===== src/rtl/ram8_16bit_pkg.sv =====
// ram8_16bit_pkg: shared Hack word constants for the RAM8 stage and its registers
package ram8_16bit_pkg;

    localparam int HACK_WORD_W = 16;
    localparam int RAM8_ADDR_W = 3;
    localparam int RAM8_DEPTH = 1 << RAM8_ADDR_W;
    localparam logic [HACK_WORD_W-1:0] HACK_WORD_RST = 16'h0000;

endpackage


===== src/rtl/ram8_16bit_register.sv =====
// register_16bit: 16-bit load-enabled register with async active-low clear
module register_16bit
    import ram8_16bit_pkg::*;
(
    input  logic                   clk,
    input  logic                   rst_n,
    input  logic [HACK_WORD_W-1:0] in,
    input  logic                   load,
    output logic [HACK_WORD_W-1:0] out
);

    logic [HACK_WORD_W-1:0] data_d;
    logic [HACK_WORD_W-1:0] data_q;

    // Per-bit 2:1 mux: capture new data on load, otherwise recirculate
    always_comb begin
        data_d = load ? in : data_q;
    end

    // Bit cells: D flip-flops cleared asynchronously by rst_n
    always_ff @(posedge clk or negedge rst_n) begin
        if (!rst_n) data_q <= HACK_WORD_RST;
        else        data_q <= data_d;
    end

    assign out = data_q;

endmodule


===== src/rtl/ram8_16bit.sv =====
// ram8_16bit: 8 x 16-bit memory, demuxed load fan-out and combinational mux read
module ram8_16bit
    import ram8_16bit_pkg::*;
#(
    parameter int WIDTH = HACK_WORD_W,
    parameter int DEPTH = RAM8_DEPTH
) (
    input  logic                   clk,
    input  logic                   rst_n,
    input  logic [WIDTH-1:0]       in,
    input  logic                   load,
    input  logic [RAM8_ADDR_W-1:0] address,
    output logic [WIDTH-1:0]       out
);

    logic [DEPTH-1:0] load_k;
    logic [WIDTH-1:0] word [DEPTH];

    // 8-way demux: at most one register sees load, the one addressed
    always_comb begin
        load_k = '0;
        load_k[address] = load;
    end

    for (genvar k = 0; k < DEPTH; k++) begin : g_word
        register_16bit u_reg (
            .clk  (clk),
            .rst_n(rst_n),
            .in   (in),
            .load (load_k[k]),
            .out  (word[k])
        );
    end

    // 16-bit 8-way mux: zero-latency read of the addressed word, no bypass of in
    always_comb begin
        out = word[address];
    end

endmodule


===== config.mk =====
export PLATFORM = sky130hd
export DESIGN_NAME = ram8_16bit
export DESIGN_NICKNAME = d
export VERILOG_FILES = /design/src/rtl/ram8_16bit_pkg.sv /design/src/rtl/ram8_16bit_register.sv /design/src/rtl/ram8_16bit.sv
export SDC_FILE = /design/constraint.sdc
export NUM_CORES = 1
export LEC_CHECK = 0
export BUFFER_PORTS_ARGS = -buffer_cell sky130_fd_sc_hd__buf_2
export CAP_MARGIN = 20
export CORE_ASPECT_RATIO = 1.1
export CORE_MARGIN = 2
export CORE_UTILIZATION = 55
export DETAILED_ROUTE_END_ITERATION = 8
export GPL_TIMING_DRIVEN = 0
export PLACE_DENSITY = 0.88
export SYNTH_ARGS = -nofsm -noshare
export SYNTH_HDL_FRONTEND = slang
export SYNTH_SLANG_ARGS = --single-unit

===== constraint.sdc =====
create_clock -name clk -period 1.3 [get_ports clk]
set_clock_uncertainty 0.2 [all_clocks]
set_input_delay 0.065 -clock clk [delete_from_list [all_inputs] [get_ports clk]]
set_output_delay 0.065 -clock clk [all_outputs]
set_load 0.02 [all_outputs]

# After elaboration in Yosys (flattened, before gate mapping)
# Index checks and enable logic that the tools add are counted.
# op_classes
add_sub_neg	0
multipliers	0
div_mod_pow	0
order_cmp	3
n_eq_ne	0
shift	0
muxes	5
bitwise	2
reduce_logical	1
# ops
operator	n
16-bit binary-select mux with 3-bit select	1
16-bit two-way mux	2
8-bit AND	1
4-bit greater-or-equal comparator (second input constant)	1
3-bit by 4-bit less-than comparator with 1-bit output (second input constant)	1
3-bit NOT with 4-bit output	1
1-bit demux with 3-bit select	1
3-bit by 1-bit greater-or-equal comparator with 1-bit output (second input constant)	1
1-bit logical AND	1
1-bit two-way mux	1
# totals
ff_bits	128
latchBits	0
ram_bits	0
mem_bits_ro	0
inputBits	22
word_cells	19
n_memories	0

# Longest topological paths before layout
# logic_depth
word_depth	5
depth_mapped	6
ltp_nobuf	3

# By module
# From an unflattened synthesis, not the netlist that was laid out.
# hier_totals
hier_cells	343
area_unflattened_um2	6268.5
# by_module_without_submodules
module	instances	cells_each	area_per_inst_um2	seq_area_each_um2
register_16bit	8	34	649.4	400.4
ram8_16bit	1	71	1073.5	0.0

# Least setup slack after synthesis
# OpenSTA, ideal clock, no wires.
# synth_path
path_kind	input -> register
start	input port address[0]
end	register g_word[2].u_reg.data_q[10]
setup_ns	0.125
arrival_ns	1.200
required_time_ns	0.975
slack_ns	-0.224
stages	5
path_buffers	2
cell_sequence	buf_6 > nand2b_4 > nor3b_4 > buf_6 > mux2_2
# synth_between
elab_chain_cells	5
elab_cells_between_ends	6
cone_classes	order compare: 2; mux: 2; bitwise: 1; reduce/logical: 1
# synth_rtl
element	line	rtl
start: declaration	ram8_16bit.sv:12	input logic [RAM8_ADDR_W-1:0] address,
3-bit by 4-bit less-than comparator with 1-bit output (implied by the code) or 3-bit by 1-bit greater-or-equal comparator with 1-bit output (tied branches)	ram8_16bit.sv:22	load_k[address] = load;
1-bit logical AND (implied by the code)	ram8_16bit.sv:22	
1-bit two-way mux (implied by the code)	ram8_16bit.sv:22	
1-bit demux with 3-bit select (*)	ram8_16bit.sv:22	
8-bit AND (no source line) (*)	--	
end signal: assignment	ram8_16bit_register.sv:23	else data_q <= data_d;
end: declaration	ram8_16bit_register.sv:13	logic [HACK_WORD_W-1:0] data_q;
# Mark *: on every way between the ends. The rest lies on a longest branch, timed or not.
# A chain may end at the register's enable or synchronous reset.

# Final worst setup path
# layout_path
start	register g_word[6].u_reg.data_q[13]
end	output port out[13]
# layout_between
elab_chain_cells	3
# layout_rtl
element	line	rtl
start: declaration	ram8_16bit_register.sv:13	
start signal: assignment	ram8_16bit_register.sv:23	
16-bit binary-select mux with 3-bit select	ram8_16bit.sv:37	out = word[address];
16-bit two-way mux (implied by the code) (2 in a row)	ram8_16bit.sv:37	
end: declaration	ram8_16bit.sv:13	output logic [WIDTH-1:0] out
# No other way between the ends. The select of a mux whose other input is x is not followed.

==> key figures <==
Finish
  – Finished Cell Area: 0.007721 mm2
  – Final core utilization: 0.7142
  – Share of cells above drive strength 1: 0.4972
  – Antenna Cells: 0
  – Area delta synth->final: 27.66%
  – Most common cell after layout, fill and taps aside: dfrtp_1
  – Non-filler cells, final: 684
  – Final nets: 546
  – Commonest non-fill, non-tap cells in the layout: 128 x dfrtp_1, 86 x mux2_2, 51 x buf_4
  – Filler instances: 681
  – Max FFs per register: 128

Worst hold path
  – Hold_sp: address[0]
  – Hold depth: 3
  – Hold Path Class: in -> reg

Clock network
  – CTS tree: done
  – Clk sink count: 128
  – Clk buf depth: 2
  – Total clock buffers created by CTS: 17
  – CTS Hold Bufs: 17
  – Worst-path clk slew: 0.05 ns
  – H-tree Lvls: 4
  – Latest clock arrival within the worst-skew pair: 0.42 ns
  – Root buf cell: clkbuf_16

Pwr
  – Lkg Pwr: 3.560 nW
  – Total power: 12.72 mW
  – Worst VDD drop: 0.9445 mV
  – Cell area power density: 1648 mW/mm2

Logic synthesis
  – Cell accounting for the most synthesized area: dfrtp_1
  – Cells after Synth: 427
  – Post-Syn Area: 0.006048 mm2
  – Dominant cells by area after synthesis: dfrtp_1 53%, mux2_2 23%, mux2i_1 5.0%
  – Top cell type's share of synthesized area: 0.5296
  – Mapped Avg Cell Area: 14.16 um2
  – Synth Warn #: 0
  – Sequential-to-total area share from yosys stat: 0.5296
  – Post-synthesis cell type count: 27
  – Synth Register Bits: 128
  – Synthesized Nets: 449

Global route
  – Vias in the first global route: 4478
  – M3 GR Usage: 0.06629
  – GR Layer Usage met1: 0.3426
  – Overall Global Routing Usage: 0.2814
  – First-pass GRT wire length: 24.78 mm
  – Antenna violations before repair: 0
  – GRT overflow: 0
  – Pin count of the biggest net entering global routing: 83
  – Top Usage Layer GRT: met2
  – Met2 Track Usage GR: 0.4654

Worst setup path
  – Cells on worst reg2reg path: 3
  – Crit. Startpoint: g_word[6].u_reg.out[13]
  – Worst Path Required: 1.03 ns
  – Slowest stage delay, CP: 0.48 ns
  – CP dominant cell by count: nand2_2
  – Crit-path max FO: 2
  – CP Class: reg -> out
  – Data arrival, critical path: 1.56 ns
  – Critical path's slowest cell: mux4_2
  – Origin of the critical flop-to-flop path: g_word[4].u_reg.out[5]
  – Worst setup EP type: primary output
  – Crit start category: register
  – CP cell instances: mux4_2 > nand2_2 > nand2_2 > buf_6

Timing
  – Final period utilization: 1.406
  – RSZ-0062 raised after global routing: true
  – Final hold violation count: 67
  – Final setup viols: 16
  – Measured slew at the worst slew-check pin: 0.4540 ns
  – Max Clock Freq: 0.5473 GHz
  – Crit path time final: 1.827 ns
  – Slew Viols, Final: 0
  – Hold Slack: -0.08294 ns
  – Final WS setup: -0.5272 ns
  – Slew headroom: 0.6974

Floorplanning
  – Die area: 0.01185 mm2
  – Placeable core area: 0.01081 mm2
  – Die W: 104.0 um
  – Num ports: 38
  – Row count: 40
  – Initial core utilization: 0.5595
  – Die Ht: 114.0 um

Place
  – Port bufs: 33
  – GPL Wtd Cong: 0.8190
  – Placed cell area: 0.006708 mm2
  – Placed cell count: 608
  – Detailed Place HPWL: 9.227 mm

Run status
  – Failing checks: negative hold slack, negative setup slack
  – Status: finished with violations

Detailed routing
  – Drt first-iter violations: 339
  – DRC violations left: 0
  – Antenna viol nets, final: 0
  – Via density: 6.222
  – Total wire length: 16.13 mm
  – Via count: 4256
  – Routed WL per cell: 23.59 um
  – TritonRoute pass-1 iters: 5

Flow run
  – Max_cap viols: 0
-- timing repair --
action | in CTS | in global routing
buffers inserted | 16 | 11
endpoints found under the hold margin | 256 | 27
pin swaps | 34 | 15
gates cloned | 0 | 0
resized for setup | 22 | 9
endpoints found under the setup margin | 35 | 26
-- logic make-up after synthesis --
group	Yosys count	share of synthesized area
DFF	128	0.5296
muxes	160	0.2954
AOI/OAI and AO/OA	75	0.09826
buffers and inverters	48	0.04675
and+or+nand+nor	16	0.03000
-- cell type report --
type	count	area [um2]	share of cell area
Buffer	32	335.3	0.04343
Clock inverter	10	111.4	0.01442
Inverter	16	60.06	0.007778
Timing Repair Buffer	78	615.6	0.07973
Sequential cell	128	3203	0.4148
Multi-Input combinational cell	251	2748	0.3559
Clock buffer	22	464.2	0.06012
Tap cell	147	183.9	0.02382
-- Yosys cell counts --
cell type  number
mux2i_1        30
a22oi_1        15
o32a_1         15
inv_1          16
nand4b_4        1
nand2b_1        1
o211ai_1       15
mux2_2        123
mux2_1          5
buf_2          10
clkbuf_1        6
buf_6           8
mux4_2          2
nand4b_2        1
nor3b_4         2
nand2_1         4
a211o_1        15
nand3_4         2
dfrtp_1       128
a21boi_0        5
buf_4           8
nor2_2          1
nand2b_4        1
a21oi_1        10
nor3_4          1
and2_1          1
and3_1          1
-- final timing paths --
path / to / slack [ns]
setup reg to reg: g_word[4].u_reg.out[5] / 0.09
max in group asynchronous: g_word[1].u_reg.out[5] / 0.20
hold / removal: g_word[7].u_reg.out[15] / -0.08
setup / recovery: out[13] / -0.53
hold reg to reg: g_word[3].u_reg.out[1] / 0.30
min in group asynchronous: g_word[1].u_reg.out[13] / -0.05
-- critical path, delay by kind of cell, from the launching register on --
| kind | cells | cell delay, ns |
|---|---|---|
| buffers and inverters | 1 | 0.12 |
| multiplexers | 1 | 0.48 |
| flip-flops | 1 | 0.39 |
| AND/OR/NAND/NOR | 2 | 0.15 |
-- stage by stage --
stage	setup TNS, ns	setup slack (ns)
2_1_floorplan	-9.353	-0.2054
3_3_place_gp	-232.74	-1.556
3_5_place_dp	-37.00	-0.5514
4_1_cts	-6.315	-0.5398
5_1_grt	-7.245	-0.5637
6_report	-6.477	-0.5272
-- metal layers --
layer | part of all wire | up-vias
met3 | 0.060 | 67
met1 | 0.40 | 2188
met2 | 0.50 | 208
met4 | 0.047 | 0
li1 | - | 1793
met5 | 0 | -
-- where the power goes --
part           switching, mW  total (mW)  internal, mW
Clock                   1.73        4.64          2.91
Combinational           1.12        2.70          1.58
Sequential             0.509        5.38          4.87
No activity file was read; power rests on OpenSTA's default activity.
